===== src/rtl/adc5g_gray_decode_pipe_if.sv =====
// rtl/adc5g_gray_decode_pipe_if.sv - sample/result bundle for the Gray decode pipeline
interface adc5g_gray_decode_pipe_if #(
  parameter int DATA_WIDTH = 8,
  parameter int NUM_CH     = 4
);
  logic                         din_valid;
  logic [NUM_CH*DATA_WIDTH-1:0] din;
  logic                         sync_in;
  logic                         gray_en;
  logic                         dout_valid;
  logic [NUM_CH*DATA_WIDTH-1:0] dout;
  logic                         sync_out;
  logic [NUM_CH-1:0]            ovr;

  modport master (
    output din_valid, din, sync_in, gray_en,
    input  dout_valid, dout, sync_out, ovr
  );

  modport slave (
    input  din_valid, din, sync_in, gray_en,
    output dout_valid, dout, sync_out, ovr
  );
endinterface


===== src/rtl/adc5g_gray_decode_pipe.sv =====
// rtl/adc5g_gray_decode_pipe.sv - pipelined multi-channel Gray decoder; ADC5G_GRAY_DECODE_STATS_EN adds overrange counters
module adc5g_gray_decode_pipe #(
  parameter int DATA_WIDTH  = 8,
  parameter int NUM_CH      = 4,
  parameter int PIPE_STAGES = 2,
  parameter int TWOS_COMP   = 0
) (
  input  logic                     clk,
  input  logic                     rst_n,
  adc5g_gray_decode_pipe_if.slave  bus,
  input  logic                     clr_stats,
  output logic [NUM_CH*16-1:0]     ovr_count
);
  localparam int DW = DATA_WIDTH;
  localparam int NW = NUM_CH * DATA_WIDTH;

  // Resolves bits hi..lo of the XOR prefix chain; bits above hi are already binary.
  function automatic logic [DW-1:0] decode_slice(input logic [DW-1:0] w, input int hi, input int lo);
    logic [DW-1:0] r;
    r = w;
    for (int i = DW - 2; i >= 0; i--) begin
      if (i <= hi && i >= lo) r[i] = r[i+1] ^ w[i];
    end
    return r;
  endfunction

  logic [NW-1:0]          stg_data  [PIPE_STAGES];
  logic                   stg_valid [PIPE_STAGES];
  logic                   stg_gray  [PIPE_STAGES];
  logic [NW-1:0]          dout_q;
  logic                   dout_valid_q;
  logic [NUM_CH-1:0]      ovr_q;
  logic [PIPE_STAGES-1:0] sync_q;

  assign stg_data[0]    = bus.din;
  assign stg_valid[0]   = bus.din_valid;
  assign stg_gray[0]    = bus.gray_en;
  assign bus.dout       = dout_q;
  assign bus.dout_valid = dout_valid_q;
  assign bus.ovr        = ovr_q;
  assign bus.sync_out   = sync_q[PIPE_STAGES-1];

  // Sync is a plain delay line, deliberately not gated by valid.
  always_ff @(posedge clk) begin
    if (!rst_n) begin
      sync_q <= '0;
    end else begin
      sync_q[0] <= bus.sync_in;
      for (int i = 1; i < PIPE_STAGES; i++) sync_q[i] <= sync_q[i-1];
    end
  end

  for (genvar s = 0; s < PIPE_STAGES; s++) begin : g_stage
    localparam int HI = DW - 1 - (s * DW) / PIPE_STAGES;
    localparam int LO = DW - ((s + 1) * DW) / PIPE_STAGES;
    logic [NW-1:0] dec;

    // Decode this stage's MSB-first slice of every channel unless the sample was taken in pass-through mode.
    always_comb begin
      dec = stg_data[s];
      if (stg_gray[s]) begin
        for (int c = 0; c < NUM_CH; c++) dec[c*DW +: DW] = decode_slice(stg_data[s][c*DW +: DW], HI, LO);
      end
    end

    if (s < PIPE_STAGES - 1) begin : g_mid
      logic [NW-1:0] data_q;
      logic          valid_q;
      logic          gray_q;

      // Intermediate stage: partial binary on top, untouched Gray below, mode bit carried along.
      always_ff @(posedge clk) begin
        if (!rst_n) begin
          data_q  <= '0;
          valid_q <= 1'b0;
          gray_q  <= 1'b0;
        end else begin
          data_q  <= dec;
          valid_q <= stg_valid[s];
          gray_q  <= stg_gray[s];
        end
      end

      assign stg_data[s+1]  = data_q;
      assign stg_valid[s+1] = valid_q;
      assign stg_gray[s+1]  = gray_q;
    end else begin : g_last
      logic [NW-1:0]     fmt;
      logic [NUM_CH-1:0] ovr_d;

      // Overrange looks at the unformatted binary; the MSB flip for two's complement comes after.
      always_comb begin
        fmt   = dec;
        ovr_d = '0;
        for (int c = 0; c < NUM_CH; c++) begin
          ovr_d[c] = (&dec[c*DW +: DW]) | ~(|dec[c*DW +: DW]);
          if (TWOS_COMP != 0) fmt[c*DW + DW - 1] = ~dec[c*DW + DW - 1];
        end
      end

      // Output register holds the last word across bubbles; ovr only reads high alongside dout_valid.
      always_ff @(posedge clk) begin
        if (!rst_n) begin
          dout_q       <= '0;
          dout_valid_q <= 1'b0;
          ovr_q        <= '0;
        end else begin
          dout_valid_q <= stg_valid[s];
          ovr_q        <= stg_valid[s] ? ovr_d : '0;
          if (stg_valid[s]) dout_q <= fmt;
        end
      end
    end
  end

`ifdef ADC5G_GRAY_DECODE_STATS_EN
  logic [15:0] cnt_q [NUM_CH];

  // Saturating per-channel overrange counters; clear beats a same-cycle increment.
  always_ff @(posedge clk) begin
    for (int c = 0; c < NUM_CH; c++) begin
      if (!rst_n || clr_stats) begin
        cnt_q[c] <= '0;
      end else if (ovr_q[c] && cnt_q[c] != 16'hFFFF) begin
        cnt_q[c] <= cnt_q[c] + 16'd1;
      end
    end
  end

  for (genvar c = 0; c < NUM_CH; c++) begin : g_cnt
    assign ovr_count[c*16 +: 16] = cnt_q[c];
  end
`else
  logic unused_clr_stats;
  assign unused_clr_stats = clr_stats;
  assign ovr_count        = '0;
`endif
endmodule


===== src/flat_wrapper.sv =====
// flat-port wrapper written by rule: the top's interface ports become plain ports
module adc5g_gray_decode_pipe_flat 
#(
  parameter int DATA_WIDTH  = 8,
  parameter int NUM_CH      = 4,
  parameter int PIPE_STAGES = 2,
  parameter int TWOS_COMP   = 0
)
  (clk, rst_n, clr_stats, ovr_count, bus_din_valid, bus_din, bus_sync_in, bus_gray_en, bus_dout_valid, bus_dout, bus_sync_out, bus_ovr);
  adc5g_gray_decode_pipe_if #(.DATA_WIDTH(DATA_WIDTH), .NUM_CH(NUM_CH)) bus_i ();
  input  logic clk;
  input  logic rst_n;
  input  logic clr_stats;
  output logic [NUM_CH*16-1:0] ovr_count;
  input wire logic [$bits(bus_i.din_valid)-1:0] bus_din_valid;
  input wire logic [$bits(bus_i.din)-1:0] bus_din;
  input wire logic [$bits(bus_i.sync_in)-1:0] bus_sync_in;
  input wire logic [$bits(bus_i.gray_en)-1:0] bus_gray_en;
  output wire logic [$bits(bus_i.dout_valid)-1:0] bus_dout_valid;
  output wire logic [$bits(bus_i.dout)-1:0] bus_dout;
  output wire logic [$bits(bus_i.sync_out)-1:0] bus_sync_out;
  output wire logic [$bits(bus_i.ovr)-1:0] bus_ovr;
  assign bus_i.din_valid = bus_din_valid;
  assign bus_i.din = bus_din;
  assign bus_i.sync_in = bus_sync_in;
  assign bus_i.gray_en = bus_gray_en;
  assign bus_dout_valid = bus_i.dout_valid;
  assign bus_dout = bus_i.dout;
  assign bus_sync_out = bus_i.sync_out;
  assign bus_ovr = bus_i.ovr;
  adc5g_gray_decode_pipe #(.DATA_WIDTH(DATA_WIDTH), .NUM_CH(NUM_CH), .PIPE_STAGES(PIPE_STAGES), .TWOS_COMP(TWOS_COMP)) u_core (.clk(clk), .rst_n(rst_n), .bus(bus_i), .clr_stats(clr_stats), .ovr_count(ovr_count));
endmodule

===== config.mk =====
export PLATFORM = sky130hd
export DESIGN_NAME = adc5g_gray_decode_pipe_flat
export DESIGN_NICKNAME = d
export VERILOG_FILES = /design/src/rtl/adc5g_gray_decode_pipe_if.sv /design/src/rtl/adc5g_gray_decode_pipe.sv /design/src/flat_wrapper.sv
export SDC_FILE = /design/constraint.sdc
export NUM_CORES = 1
export LEC_CHECK = 0
export CORE_MARGIN = 5
export CORE_UTILIZATION = 47
export DETAILED_ROUTE_END_ITERATION = 10
export GPL_TIMING_DRIVEN = 0
export PLACE_DENSITY = 0.92
export SLEW_MARGIN = 0
export SYNTH_ARGS = -nofsm -noshare
export SYNTH_HDL_FRONTEND = slang
export SYNTH_SLANG_ARGS = --single-unit

===== constraint.sdc =====
create_clock -name clk -period 4.2 [get_ports clk]
set_input_delay 0.84 -clock clk [delete_from_list [all_inputs] [get_ports clk]]
set_output_delay 0.84 -clock clk [all_outputs]
set_load 0.02 [all_outputs]

# Yosys cells after proc, flatten, opt, wreduce, memory -nomap -nowiden
# Index checks and enable logic that the tools add are counted.
dict set report totals {
  regBits 73
  latchBits 0
  ramBits 0
  mem_bits_ro 0
  in_bits 38
  word_cells 74
  mem_count 0
}
dict set report classes {
  addsub 0
  multipliers 0
  n_div 0
  n_lt_le_gt_ge 0
  n_eq_ne 0
  shift 0
  mux 22
  bitwise 36
  n_reduce_logical 9
}
# operator n
set ops {}
lappend ops {{$reduce_and 8->1} 4}
lappend ops {{$reduce_or 8->1} 4}
lappend ops {{$mux 31} 1}
lappend ops {{$mux 28} 1}
lappend ops {{$xor 1x1->1} 28}
lappend ops {{$mux 1} 20}
lappend ops {{$not 1->1} 4}
lappend ops {{$or 1x1->1} 4}
lappend ops {{$reduce_and 2->1} 1}

# Logic depth before layout (Yosys ltp)
dict set report logic_depth {
  word_depth 11
  depth_mapped 7
  depth_no_buf 5
}

# Worst setup path after synthesis
# OpenSTA, ideal clock, no wires.
dict set report synth_timing {
  path_kind {input to register}
  from {input port rst_n}
  to {register u_core.ovr_q[1] (netlist: u_core.bus.ovr[1])}
  arrival_ns 1.716
  required_ns 4.128
  path_slack_ns 2.412
  stages 4
  path_buffers 0
  path_cell_list {nand2_1 -> or3_1 -> or3_1 -> mux2i_1}
}
dict set report synth_via {
  elab_chain_len 1
}
# item line
set synth_lines {}
lappend synth_lines {{start: declaration} flat_wrapper.sv:12} ;# input logic rst_n;
lappend synth_lines {{$reduce_and 2->1 (no line)} n/a}
lappend synth_lines {{end signal: assignment} adc5g_gray_decode_pipe.sv:109} ;# ovr_q <= stg_valid[s] ? ovr_d : '0;
lappend synth_lines {{end: declaration} adc5g_gray_decode_pipe.sv:32} ;# logic [NUM_CH-1:0] ovr_q;
# No other way between the ends.
# A chain may end at the register's enable or synchronous reset.

# Worst setup path after layout
# Ends and elaborated chain as after synthesis.

==> impl.org <==
** Run status
- Outcome :: completed

** CTS
- Deepest clock path buffer count :: 2
- TritonCTS sink count :: 73
- Clock latency on the worst-skew pair, taken at its later pin, is roughly 350 ps.
- In this run the clock root is driven by a sky130_fd_sc_hd__clkbuf_8.
- Clock Pin Slew Worst Setup and Hold Paths :: about 70 ps
- The H-tree was split into 3 levels.
- Once the clock tree was built, the setup fixing pass inserted 0 buffers.
- In this run, post-CTS hold repair placed 0 buffers.
- Gates resized during post-CTS repair numbered 0.
- TritonCTS built the clock tree.
- Number of CTS-inserted buffers :: 9

** Logic synthesis
- Flops & latches, synth :: 73
- Yosys mapped the design onto 31 distinct sky130hd cell types.
- The share of synthesized area in the top cell type comes to 0.418.
- The share of the Yosys chip area taken by registers is 0.418.
- Yosys mapped a number of flops with a built-in enable equal to 0.
- Top post-synthesis cells by area :: sky130_fd_sc_hd__dfxtp_1 (42%), sky130_fd_sc_hd__buf_4 (14%), sky130_fd_sc_hd__xor2_1 (7.5%), sky130_fd_sc_hd__mux2i_1 (6.3%), sky130_fd_sc_hd__nor2_1 (4.5%)
- Main flop type after synthesis :: sky130_fd_sc_hd__dfxtp_1
- For this run, the number of Yosys warnings is 0.
- After technology mapping, the gate count stands at ~380.
- A synthesized cell averages between 9 and 10 um^2.
- After synthesis, the share of flip-flops with an asynchronous set or reset is 0.
- By instance count, the leading cell after synthesis is sky130_fd_sc_hd__dfxtp_1.
- Synthesized area :: 3500 um^2
- The commonest cells after synthesis are sky130_fd_sc_hd__dfxtp_1 (73), sky130_fd_sc_hd__buf_4 (64), sky130_fd_sc_hd__nor2_1 (42).
- Cell taking the most area after synthesis :: sky130_fd_sc_hd__dfxtp_1

** Pwr
- In this run the static leakage power is about 2.1 nW.
- Cell Pwr Density :: 340 nW/um^2
- VDD sags by at most about 0.19 mV.

** Die
- For this design the top-level I/O count stands at between 100 and 150.
- Initial core utilization :: 0.482
- The die is ~96 um tall.
- The die covers between 9000 and 10000 um^2.
- The floorplan step set the die width to 96.3 um.
- Standard-cell rows :: 31
- The region available for standard cell placement spans between 7000 and 8000 um^2.

** Global routing
- The first global-routing pass estimated about 12 mm of wire.
- The number of global-route vias before repair was 2576.
- Summed over all layers, the global routing overflow is 0.
- The initial antenna violation count is 0.
- Pin count of the biggest net entering global routing :: 12
- Overall routing resource usage :: 0.167

** Cells and area
- Share of final-layout standard cells stronger than drive strength 1 :: 0.161
- # diodes :: 0
- Utilization after layout :: 0.658
- Area Overhead vs Synth :: 36.5%
- In the final design database the tool counted approximately 560 nets.
- After routing the design area is about 4800 um^2.

** Critical path
- Startpoint type of the worst setup path :: input pin
- The critical path crosses 5 cells after its start point.
- Capture instance of the worst register-to-register path :: u_core.bus.ovr[2]$_SDFF_PN0_
- Critical path capture point :: u_core.bus.ovr[1]$_SDFF_PN0_
- On the critical path the largest part of the delay comes from simple AND/OR/NAND/NOR gates.
- The number of cells on the worst reg-to-reg path is 6.
- The critical path starts at rst_n.
- Critical path class :: input pin to register
- For the worst setup path, the data arrival time is approximately 2500 ps.
- Setup slack on the worst flop-to-flop path :: 2400 ps
- The slowest stage of the critical path is the sky130_fd_sc_hd__clkdlybuf4s50_1 cell.
- Cell-by-cell trace of the critical path :: clkdlybuf4s50_1 > nand2_1 > or3_1 > or3_1 > mux2i_1
- For this run, the slowest stage of the critical path takes about 500 ps.
- At the worst endpoint, the required time is roughly 4500 ps.
- The worst setup path is captured at a register.
- Critical path buffers and inverters :: 1
- CP most frequent cell :: sky130_fd_sc_hd__or3_1
- Highest fanout seen on the critical path :: 9
- The worst register-to-register path begins at u_core.g_stage[0].g_mid.gray_q$_SDFF_PN0_.

** Place
- Placed cell areas :: around 4600 um^2
- Final Wtd Congestion :: around 0.8
- Half-perimeter wire length of the detailed placement result :: 6.23 mm
- Count of buffers from port buffering :: 74

** Drt
- After detailed routing, the number of vias per cell comes to around 4.4.
- 1st-pass router iterations :: 4
- Total wirelength of the detailed-routed design :: between 7 and 8 mm
- Remaining antenna violation count after routing :: 0
- DRC viols :: 0
- Via total after detailed routing :: ~2700
- Average wire per standard cell :: approximately 12 um
- Initial DRC count :: 85

** STA
- Min Clock Period, post-route :: ~2200 ps
- Total count of hold-check failures in the final report :: 0
- Tcrit/Tclk final :: 0.531
- Setup violations remaining at the end of the flow were counted as 0.
- In the final timing run, aggregate negative setup slack is 0 ps.
- In this run the tightest slew margin relative to its limit is 0.465.
- Setup repair after global routing left no endpoint under its margin.
- Final clock skew :: ~8.8 ps
- Measured slew at the worst slew-check pin :: 802 ps
- Highest achievable clock rate :: about 450 MHz
- The final count of pins violating max slew is 0.
- Across all hold checks on the routed design, the worst slack comes to about 440 ps.

** Worst hold path
- The path class of the tightest hold or removal check is register to register.

** Run
- The tool flagged a number of max-cap violations equal to 0.
## logic make-up after synthesis
logic type | count (synthesis) | share of synthesized area
flops | 73 | 0.418
other cells | 1 | 0.00107
mux | 22 | 0.0629
simple gates | 125 | 0.180
xor+xnor | 48 | 0.124
buf+inv | 82 | 0.161
compound gates | 26 | 0.0529
## flip-flops by register name, summed over array words and instances (netlist names)
name and count:
u_core.bus.ovr 4, u_core.g_stage.g_mid.data_q 32, u_core.bus.dout 32, u_core.g_stage.g_mid.valid_q 1, u_core.bus.dout_valid 1, u_core.g_stage.g_mid.gray_q 1, u_core.sync_q 2
## report_power, final
| part | switching (W) | leakage, nW | internal [W] |
|---|---|---|---|
| clock network | 0.000240 | 0.0929 | 0.000268 |
| logic | 0.000185 | 1.38 | 0.000168 |
| registers | 0.0000315 | 0.602 | 0.000733 |
## final cells by class
cell class | instances | area [um^2]
Sequential cell | 73 | 1460
Timing Repair Buffer | 74 | 741
Fill cell | 587 | 2480
Buffer | 80 | 556
Clock buffer | 11 | 131
Tap cell | 99 | 124
Clock inverter | 4 | 45.0
Multi-Input combinational cell | 285 | 1710
Inverter | 2 | 7.51
## layer usage
layer / share of wire / global-route usage / wire (um)
met1: 0.36 / 0.167 / 2860
met2: 0.54 / 0.314 / 4210
met3: 0.064 / 0.0375 / 498
met4: 0.035 / 0.0983 / 272
met5: 0 / 0 / 0
## worst min path at each step
stage | slack [ps] | from | to | cells after the start
final | 440 | u_core.sync_q[0]$_SDFF_PN0_ | u_core.sync_q[1]$_SDFF_PN0_ | 1
after global routing | 480 | u_core.sync_q[0]$_SDFF_PN0_ | u_core.sync_q[1]$_SDFF_PN0_ | 1
after CTS | 440 | u_core.sync_q[0]$_SDFF_PN0_ | u_core.sync_q[1]$_SDFF_PN0_ | 1
after detailed placement | 420 | u_core.sync_q[0]$_SDFF_PN0_ | u_core.sync_q[1]$_SDFF_PN0_ | 1
after global placement | 420 | u_core.sync_q[0]$_SDFF_PN0_ | u_core.sync_q[1]$_SDFF_PN0_ | 1
after floorplan | 410 | u_core.sync_q[0]$_SDFF_PN0_ | u_core.sync_q[1]$_SDFF_PN0_ | 1
## placed cells by master (no fill, tap or decap), types with 3 or more instances in the layout
cell type                         instances
sky130_fd_sc_hd__buf_4                   64
sky130_fd_sc_hd__clkinv_2                 3
sky130_fd_sc_hd__xnor2_1                 16
sky130_fd_sc_hd__xor2_1                  30
sky130_fd_sc_hd__nand2b_1                 3
sky130_fd_sc_hd__o21ai_0                  4
sky130_fd_sc_hd__clkbuf_8                 9
sky130_fd_sc_hd__mux2i_1                 22
sky130_fd_sc_hd__buf_1                    4
sky130_fd_sc_hd__and2_1                  24
sky130_fd_sc_hd__a21oi_1                  4
sky130_fd_sc_hd__nor2_1                  42
sky130_fd_sc_hd__nand4_1                  6
sky130_fd_sc_hd__a21boi_0                 4
sky130_fd_sc_hd__dfxtp_1                 73
sky130_fd_sc_hd__nor3_1                   6
sky130_fd_sc_hd__clkbuf_1                12
sky130_fd_sc_hd__or4_1                    3
sky130_fd_sc_hd__clkdlybuf4s50_1         74
sky130_fd_sc_hd__nand2_1                 25
sky130_fd_sc_hd__a211oi_1                12
sky130_fd_sc_hd__or3_1                    6
sky130_fd_sc_hd__conb_1                  64
## metrics by stage
stage               total power, W  setup slack (ps)  instances
global route               0.00170              1920        628
CTS                        0.00163              1980        628
detailed placement         0.00113              1640        613
floorplan                  0.00102              2410        440
global placement           0.00112              1700        613
finish                     0.00163              1970        628
Note: power is estimated with default switching activity, not from simulation.
